--- src/rtl/fkp_pkg.sv ---
// rtl/fkp_pkg.sv - shared types, constants and helpers for finger_key_player
//
// Purpose : FSM state type, screen/key geometry and the tone half-period table.
// Ports   : none (package).
package fkp_pkg;

   typedef enum logic [1:0] {
      IDLE = 2'd0,
      CAND = 2'd1,
      PLAY = 2'd2
   } fkp_state_t;

   localparam int unsigned KEY_W   = 80;
   localparam int unsigned FRAME_W = 640;

   // Square-wave half periods in 25 MHz cycles, C4 .. C5.
   localparam logic [15:0] HALF_PERIOD [0:7] = '{
      16'd47778, 16'd42566, 16'd37921, 16'd35793,
      16'd31888, 16'd28409, 16'd25310, 16'd23889
   };

   // Key index = x / KEY_W for x < FRAME_W, built as a compare chain.
   function automatic logic [2:0] key_of_x(input logic [9:0] x);
      logic [2:0] k;
      k = 3'd0;
      for (int i = 1; i < 8; i++) begin
         if (x >= 10'(i * KEY_W)) begin
            k = 3'(i);
         end
      end
      return k;
   endfunction

endpackage

--- src/rtl/finger_key_player_if.sv ---
// rtl/finger_key_player_if.sv - tracker-to-player signal bundle
//
// Purpose : groups the tracker centroid inputs and the key/tone outputs.
// Modports: master - tracker/bench side (drives vsync, center_x, center_y)
//           slave  - finger_key_player side (drives key_idx, note_on,
//                    key_event, octave, buzzer)
interface finger_key_player_if;
   logic       vsync;
   logic [9:0] center_x;
   logic [9:0] center_y;
   logic [2:0] key_idx;
   logic       note_on;
   logic       key_event;
   logic       octave;
   logic       buzzer;

   modport master (
      output vsync, center_x, center_y,
      input  key_idx, note_on, key_event, octave, buzzer
   );

   modport slave (
      input  vsync, center_x, center_y,
      output key_idx, note_on, key_event, octave, buzzer
   );
endinterface

--- src/rtl/fkp_tone_gen.sv ---
// rtl/fkp_tone_gen.sv - square-wave tone generator
//
// Purpose : toggles buzzer every half_period cycles while enabled.
// Ports   : clk, reset (async, active-high), enable, half_period[15:0] in;
//           buzzer out.
module fkp_tone_gen (
   input  logic        clk,
   input  logic        reset,
   input  logic        enable,
   input  logic [15:0] half_period,
   output logic        buzzer
);

   logic [15:0] tcnt_q, tcnt_d;
   logic        buzzer_q, buzzer_d;

   always_comb begin
      tcnt_d   = '0;
      buzzer_d = 1'b0;
      if (enable) begin
         if (tcnt_q == half_period - 16'd1) begin
            tcnt_d   = '0;
            buzzer_d = ~buzzer_q;
         end else begin
            tcnt_d   = tcnt_q + 16'd1;
            buzzer_d = buzzer_q;
         end
      end
   end

   always_ff @(posedge clk or posedge reset) begin
      if (reset) begin
         tcnt_q   <= '0;
         buzzer_q <= 1'b0;
      end else begin
         tcnt_q   <= tcnt_d;
         buzzer_q <= buzzer_d;
      end
   end

   // Gating with enable drops the pin in the very cycle the note ends,
   // rather than one cycle later when the flop clears.
   assign buzzer = buzzer_q & enable;

endmodule

--- src/rtl/finger_key_player.sv ---
// rtl/finger_key_player.sv - fingertip position to debounced piano tone
//
// Purpose : samples the tracker centroid once per frame, maps it to one of
//           eight keys, debounces entry/exit over whole frames and drives a
//           square-wave tone.
// Ports   : clk, reset (async, active-high);
//           bus (finger_key_player_if.slave): vsync, center_x, center_y in;
//           key_idx, note_on, key_event, octave, buzzer out.
// Options : FKP_OCTAVE_EN - upper half of the key band plays one octave up.
module finger_key_player
   import fkp_pkg::*;
#(
   parameter int KEY_Y_MIN      = 360,
   parameter int KEY_Y_MAX      = 479,
   parameter int STABLE_FRAMES  = 3,
   parameter int RELEASE_FRAMES = 2
) (
   input logic                clk,
   input logic                reset,
   finger_key_player_if.slave bus
);

   localparam logic [9:0] Y_MIN     = 10'(KEY_Y_MIN);
   localparam logic [9:0] Y_MAX     = 10'(KEY_Y_MAX);
   localparam logic [9:0] X_LIMIT   = 10'(FRAME_W);
   localparam logic [3:0] STABLE_N  = 4'(STABLE_FRAMES);
   localparam logic [3:0] RELEASE_N = 4'(RELEASE_FRAMES);

   fkp_state_t  state_q, state_d;
   logic [3:0]  cnt_q, cnt_d;
   logic [2:0]  cand_q, cand_d;
   logic        cand_oct_q, cand_oct_d;
   logic [2:0]  key_idx_q, key_idx_d;
   logic        octave_q, octave_d;
   logic        key_event_q, key_event_d;
   logic        vsync_q, vsync_d;
   logic        sample_tick_q, sample_tick_d;

   logic        frame_tick;
   logic        zone_valid;
   logic [2:0]  zone_key;
   logic        zone_oct;
   logic [3:0]  cnt_inc;
   logic [15:0] half_period;
   logic        note_on;

   // Falling vsync marks the end of a frame; sampling waits one more cycle
   // so the tracker has already updated its centroid.
   assign frame_tick = vsync_q & ~bus.vsync;

   assign zone_valid = (bus.center_x < X_LIMIT) &&
                       (bus.center_y >= Y_MIN) && (bus.center_y <= Y_MAX);
   assign zone_key   = key_of_x(bus.center_x);
   assign cnt_inc    = cnt_q + 4'd1;
   assign note_on    = (state_q == PLAY);

`ifdef FKP_OCTAVE_EN
   localparam logic [9:0] Y_MID = 10'((KEY_Y_MIN + KEY_Y_MAX) >> 1);

   assign zone_oct    = (bus.center_y < Y_MID);
   assign half_period = octave_q ? (HALF_PERIOD[key_idx_q] >> 1)
                                 : HALF_PERIOD[key_idx_q];
`else
   assign zone_oct    = 1'b0;
   assign half_period = HALF_PERIOD[key_idx_q];
`endif

   always_comb begin
      state_d       = state_q;
      cnt_d         = cnt_q;
      cand_d        = cand_q;
      cand_oct_d    = cand_oct_q;
      key_idx_d     = key_idx_q;
      octave_d      = octave_q;
      key_event_d   = 1'b0;
      vsync_d       = bus.vsync;
      sample_tick_d = frame_tick;

      if (sample_tick_q) begin
         case (state_q)
            IDLE: begin
               if (zone_valid) begin
                  if (STABLE_N == 4'd1) begin
                     state_d     = PLAY;
                     key_idx_d   = zone_key;
                     octave_d    = zone_oct;
                     cnt_d       = '0;
                     key_event_d = 1'b1;
                  end else begin
                     state_d    = CAND;
                     cand_d     = zone_key;
                     cand_oct_d = zone_oct;
                     cnt_d      = 4'd1;
                  end
               end
            end
            CAND: begin
               if (!zone_valid) begin
                  state_d = IDLE;
                  cnt_d   = '0;
               end else if (zone_key == cand_q && zone_oct == cand_oct_q) begin
                  if (cnt_inc == STABLE_N) begin
                     state_d     = PLAY;
                     key_idx_d   = cand_q;
                     octave_d    = cand_oct_q;
                     cnt_d       = '0;
                     key_event_d = 1'b1;
                  end else begin
                     cnt_d = cnt_inc;
                  end
               end else begin
                  // A new key restarts the candidate count from one frame.
                  cand_d     = zone_key;
                  cand_oct_d = zone_oct;
                  cnt_d      = 4'd1;
               end
            end
            PLAY: begin
               // cnt counts consecutive off-key frames; any other key,
               // including an invalid zone, only ever leads back to IDLE.
               if (zone_valid && zone_key == key_idx_q && zone_oct == octave_q) begin
                  cnt_d = '0;
               end else if (cnt_inc == RELEASE_N) begin
                  state_d = IDLE;
                  cnt_d   = '0;
               end else begin
                  cnt_d = cnt_inc;
               end
            end
            default: begin
               state_d = IDLE;
               cnt_d   = '0;
            end
         endcase
      end
   end

   always_ff @(posedge clk or posedge reset) begin
      if (reset) begin
         state_q       <= IDLE;
         cnt_q         <= '0;
         cand_q        <= '0;
         cand_oct_q    <= 1'b0;
         key_idx_q     <= '0;
         octave_q      <= 1'b0;
         key_event_q   <= 1'b0;
         vsync_q       <= 1'b0;
         sample_tick_q <= 1'b0;
      end else begin
         state_q       <= state_d;
         cnt_q         <= cnt_d;
         cand_q        <= cand_d;
         cand_oct_q    <= cand_oct_d;
         key_idx_q     <= key_idx_d;
         octave_q      <= octave_d;
         key_event_q   <= key_event_d;
         vsync_q       <= vsync_d;
         sample_tick_q <= sample_tick_d;
      end
   end

   fkp_tone_gen u_tone (
      .clk         (clk),
      .reset       (reset),
      .enable      (note_on),
      .half_period (half_period),
      .buzzer      (bus.buzzer)
   );

   assign bus.key_idx   = key_idx_q;
   assign bus.note_on   = note_on;
   assign bus.key_event = key_event_q;
   assign bus.octave    = octave_q;

endmodule

--- src/flat_wrapper.sv ---
// flat-port wrapper written by rule: the top's interface ports become plain ports
module finger_key_player_flat import fkp_pkg::*;
#(
   parameter int KEY_Y_MIN      = 360,
   parameter int KEY_Y_MAX      = 479,
   parameter int STABLE_FRAMES  = 3,
   parameter int RELEASE_FRAMES = 2
)
  (clk, reset, bus_vsync, bus_center_x, bus_center_y, bus_key_idx, bus_note_on, bus_key_event, bus_octave, bus_buzzer);
  finger_key_player_if bus_i ();
  input logic clk;
  input logic reset;
  input wire logic [$bits(bus_i.vsync)-1:0] bus_vsync;
  input wire logic [$bits(bus_i.center_x)-1:0] bus_center_x;
  input wire logic [$bits(bus_i.center_y)-1:0] bus_center_y;
  output wire logic [$bits(bus_i.key_idx)-1:0] bus_key_idx;
  output wire logic [$bits(bus_i.note_on)-1:0] bus_note_on;
  output wire logic [$bits(bus_i.key_event)-1:0] bus_key_event;
  output wire logic [$bits(bus_i.octave)-1:0] bus_octave;
  output wire logic [$bits(bus_i.buzzer)-1:0] bus_buzzer;
  assign bus_i.vsync = bus_vsync;
  assign bus_i.center_x = bus_center_x;
  assign bus_i.center_y = bus_center_y;
  assign bus_key_idx = bus_i.key_idx;
  assign bus_note_on = bus_i.note_on;
  assign bus_key_event = bus_i.key_event;
  assign bus_octave = bus_i.octave;
  assign bus_buzzer = bus_i.buzzer;
  finger_key_player #(.KEY_Y_MIN(KEY_Y_MIN), .KEY_Y_MAX(KEY_Y_MAX), .STABLE_FRAMES(STABLE_FRAMES), .RELEASE_FRAMES(RELEASE_FRAMES)) u_core (.clk(clk), .reset(reset), .bus(bus_i));
endmodule
--- config.mk ---
export PLATFORM = sky130hd
export DESIGN_NAME = finger_key_player_flat
export DESIGN_NICKNAME = d
export VERILOG_FILES = /design/src/rtl/fkp_pkg.sv /design/src/rtl/finger_key_player_if.sv /design/src/rtl/fkp_tone_gen.sv /design/src/rtl/finger_key_player.sv /design/src/flat_wrapper.sv
export SDC_FILE = /design/constraint.sdc
export NUM_CORES = 1
export LEC_CHECK = 0
export CORE_AREA = 2 2 71 73
export DETAILED_ROUTE_END_ITERATION = 8
export DIE_AREA = 0 0 73 75
export PLACE_DENSITY_LB_ADDON = 0.1
export SYNTH_ARGS = -nofsm -noshare
export SYNTH_HDL_FRONTEND = slang
export SYNTH_HIERARCHICAL = 1
export SYNTH_SLANG_ARGS = --single-unit
--- constraint.sdc ---
create_clock -name clk -period 4.3 [get_ports clk]
set_clock_uncertainty 0.1 [all_clocks]
set_input_delay 0.645 -clock clk [delete_from_list [all_inputs] [get_ports clk]]
set_output_delay 0.645 -clock clk [all_outputs]
set_load 0.01 [all_outputs]
==> flow_summary.yaml <==
global_route:
  grt_pass1_wl_um: 9830
  overflow: 0
  grt_start_max_net_pins: 20
  grt_usage: 0.236
  grt_pass1_vias: 2081
  grt_antenna_before_repair: 0
setup_path:
  ff2ff_setup_slack_ns: 0.81
  worstSetupEndpoint: "u_core/u_tone/tcnt_q[13]$_DFF_PP0_"
  timing.rr.start: "u_core/bus.key_idx[0]$_DFFE_PP0P_"
  r2r-end: "u_core/u_tone/tcnt_q[13]$_DFF_PP0_"
  cp.required_ns: 4.36
  arrival_ns: 3.55
  start_kind: "register"
  crit_type: "register to register"
  crit_start: "u_core/bus.key_idx[0]$_DFFE_PP0P_"
  crit_path_end_kind: "register"
  reg2reg_depth: 11
  path_max_fanout: 15
clock_tree:
  post_cts_resized: 0
  cts.sinks: 32
  cts_buffers: 5
  cts_max_level: 2
  holdBufCountCts: 0
  clk_pin_slew_ns: 0.07
  worstSkewPairLatency_ns: 0.29
  postCtsSetupRepairBufs: 0
  tritoncts: "done"
  clockRootBuffer: "clkbuf_8"
  cts.path.max_buffers: 2
synth:
  ys_warn_count: 6
  yosysTopAreaCellShare: 0.305
  ys.flop_type: "dfrtp_1"
  synthTopCellsByArea: "dfrtp_1 (30%), xnor2_1 (6.3%), xor2_1 (5.3%)"
  synth_most_common_cell: "dfrtp_1"
  ys_seq_area_frac: 0.305
  syn_area_sq_um: 2630
  synth_edf_count: 0
  ys_types: 67
  synth_fp_nets: 337
  syn_inst: 303
  synth_top_cell_by_area: "dfrtp_1"
  synth_common_cells: "dfrtp_1 (32), nor2_1 (31), inv_1 (19), xnor2_1 (19), nand2_1 (17)"
  async_flop_share: 1.00
  synth_seq_cells: 32
  synth_area_per_cell_sq_um: 8.67
sta:
  relSlewSlack: 0.418
  drv_slew: 0
  rsz0062_at_grt: "false"
  fmax_mhz: 286
  period_needed_ns: 3.49
  setup_viol: 0
  tns_ns: 0
  timing.final.crit_share: 0.812
  hold_viol_final: 0
  fin_ws_ns: 0.809
  worst_slew_pin_slew_ns: 0.865
final_layout:
  area_delta_synth_final_pct: 12.3
  num_antenna_cells: 0
  stdcell_count: 378
  final.fill_count: 402
  drive_gt1_frac: 0.0926
  nNetsFinal: 357
detailed_routing:
  wire_per_inst_um: 15.1
  drc: 0
  drt_iter0_drc: 136
  routed_wl_um: 5720
  detail_route.vias_per_cell: 5.96
  ant_nets: 0
  via_count: 2253
  first_pass_iters: 4
placed_design:
  dp_hpwl_um: 4320
  dp.cells: 370
  pre_cts_ws_ns: 0.842
  place.gp.congestion: 0.922
  io_buffers: 21
die:
  rows: 25
  dieArea_sq_um: 5480
  die_y_um: 75
  core_area_sq_um: 4660
  initial_core_util: 0.564
  ioPinCount: 30
  die_x_um: 73
hold_path:
  hp-class: "register to register"
outcome:
  status: "completed"
power_and_ir_drop:
  p_per_area_nw_per_um2: 253
  p_leak_nw: 1.20
  ir_worst_vdd_uv: 159
flow_run:
  maxCapViolations: 0
## report_power, final
group	switching [mW]	internal [mW]
Combinational	0.0559	0.0519
Clock	0.115	0.172
Sequential	0.0320	0.321
## metrics by stage
stage	power, mW	util	cell area [sq um]	hold slack, ns
after floorplan	0.426	-	2630	0.339
after global placement	0.462	0.610	2840	0.353
after detailed placement	0.467	0.610	2840	0.379
after CTS	0.757	0.633	2950	0.395
after global routing	0.789	0.633	2950	0.421
final	0.747	0.633	2950	0.383
## flip-flops by register name, indices dropped and copies added (netlist names)
register,cells
u_core/u_tone/tcnt_q,16
u_core/cnt_q,4
u_core/bus.key_idx,3
u_core/cand_q,3
u_core/state_q,2
u_core/bus.key_event,1
u_core/sample_tick_q,1
u_core/u_tone/buzzer_q,1
u_core/vsync_q,1
## critical path, cell delays in order (launching register included)
cell      delay (ns)
dfrtp_1         0.34
inv_1           0.08
ha_1            0.28
inv_1           0.05
nor2_1          0.59
a21oi_1         0.19
nor3_1          0.23
nand4_2         0.16
or4_1           0.52
a211oi_2        0.31
a41o_2          0.42
nor2_1          0.10
## worst min path at each step
stage,startpoint,end,cells after the start
floorplan,u_core/vsync_q$_DFF_PP0_,u_core/sample_tick_q$_DFF_PP0_,1
global placement,u_core/vsync_q$_DFF_PP0_,u_core/sample_tick_q$_DFF_PP0_,1
detailed placement,u_core/vsync_q$_DFF_PP0_,u_core/sample_tick_q$_DFF_PP0_,1
CTS,u_core/vsync_q$_DFF_PP0_,u_core/sample_tick_q$_DFF_PP0_,1
global route,u_core/vsync_q$_DFF_PP0_,u_core/sample_tick_q$_DFF_PP0_,1
finish,u_core/vsync_q$_DFF_PP0_,u_core/sample_tick_q$_DFF_PP0_,1
## placed cells by master (no fill, tap or decap), drive strengths merged, types with 3 or more instances in the layout
master / instances
a21o: 3
a21oi: 13
and2: 4
and3: 5
and4: 3
buf: 4
clkbuf: 6
clkdlybuf4s50: 21
dfrtp: 32
ha: 11
inv: 20
mux2: 5
mux2i: 4
nand2: 17
nand3: 11
nand4: 8
nor2: 31
nor2b: 4
nor3: 10
nor4: 5
o211ai: 3
o21ai: 15
o31ai: 7
or3: 3
or4: 3
xnor2: 19
xor2: 16
## kinds of logic (layout without fill, tap and decap cells)
logic type / Yosys count / in the layout / synth area share
multiplexers: 9 / 9 / 0.0410
flip-flops: 32 / 32 / 0.305
AO/OA/AOI/OAI: 63 / 63 / 0.165
XOR/XNOR: 35 / 35 / 0.117
buffers and inverters: 32 / 53 / 0.0638
adder cells (fa/ha/maj): 12 / 12 / 0.0567
AND/OR/NAND/NOR: 119 / 119 / 0.251
other: 1 / 1 / 0.00143
## metal layers
| layer | GRT usage | up-vias | part of all wire |
|---|---|---|---|
| li1 | - | 1123 | - |
| met1 | 0.331 | 1075 | 0.50 |
| met2 | 0.358 | 44 | 0.44 |
| met3 | 0.0469 | 11 | 0.039 |
| met4 | 0.0947 | 0 | 0.021 |
| met5 | 0 | - | 0 |
## final cells by class
cell class              instances  area, sq um  share of cell area
clock buffers                   6         72.6              0.0246
clock inverters                 2         35.0              0.0119
inverters                      20         75.1              0.0254
multi-input cells             239         1660               0.562
flip-flops and latches         32          801               0.271
well taps                      54         67.6              0.0229
repair buffers                 25          240              0.0814
Power figures use the tool's default switching activity.
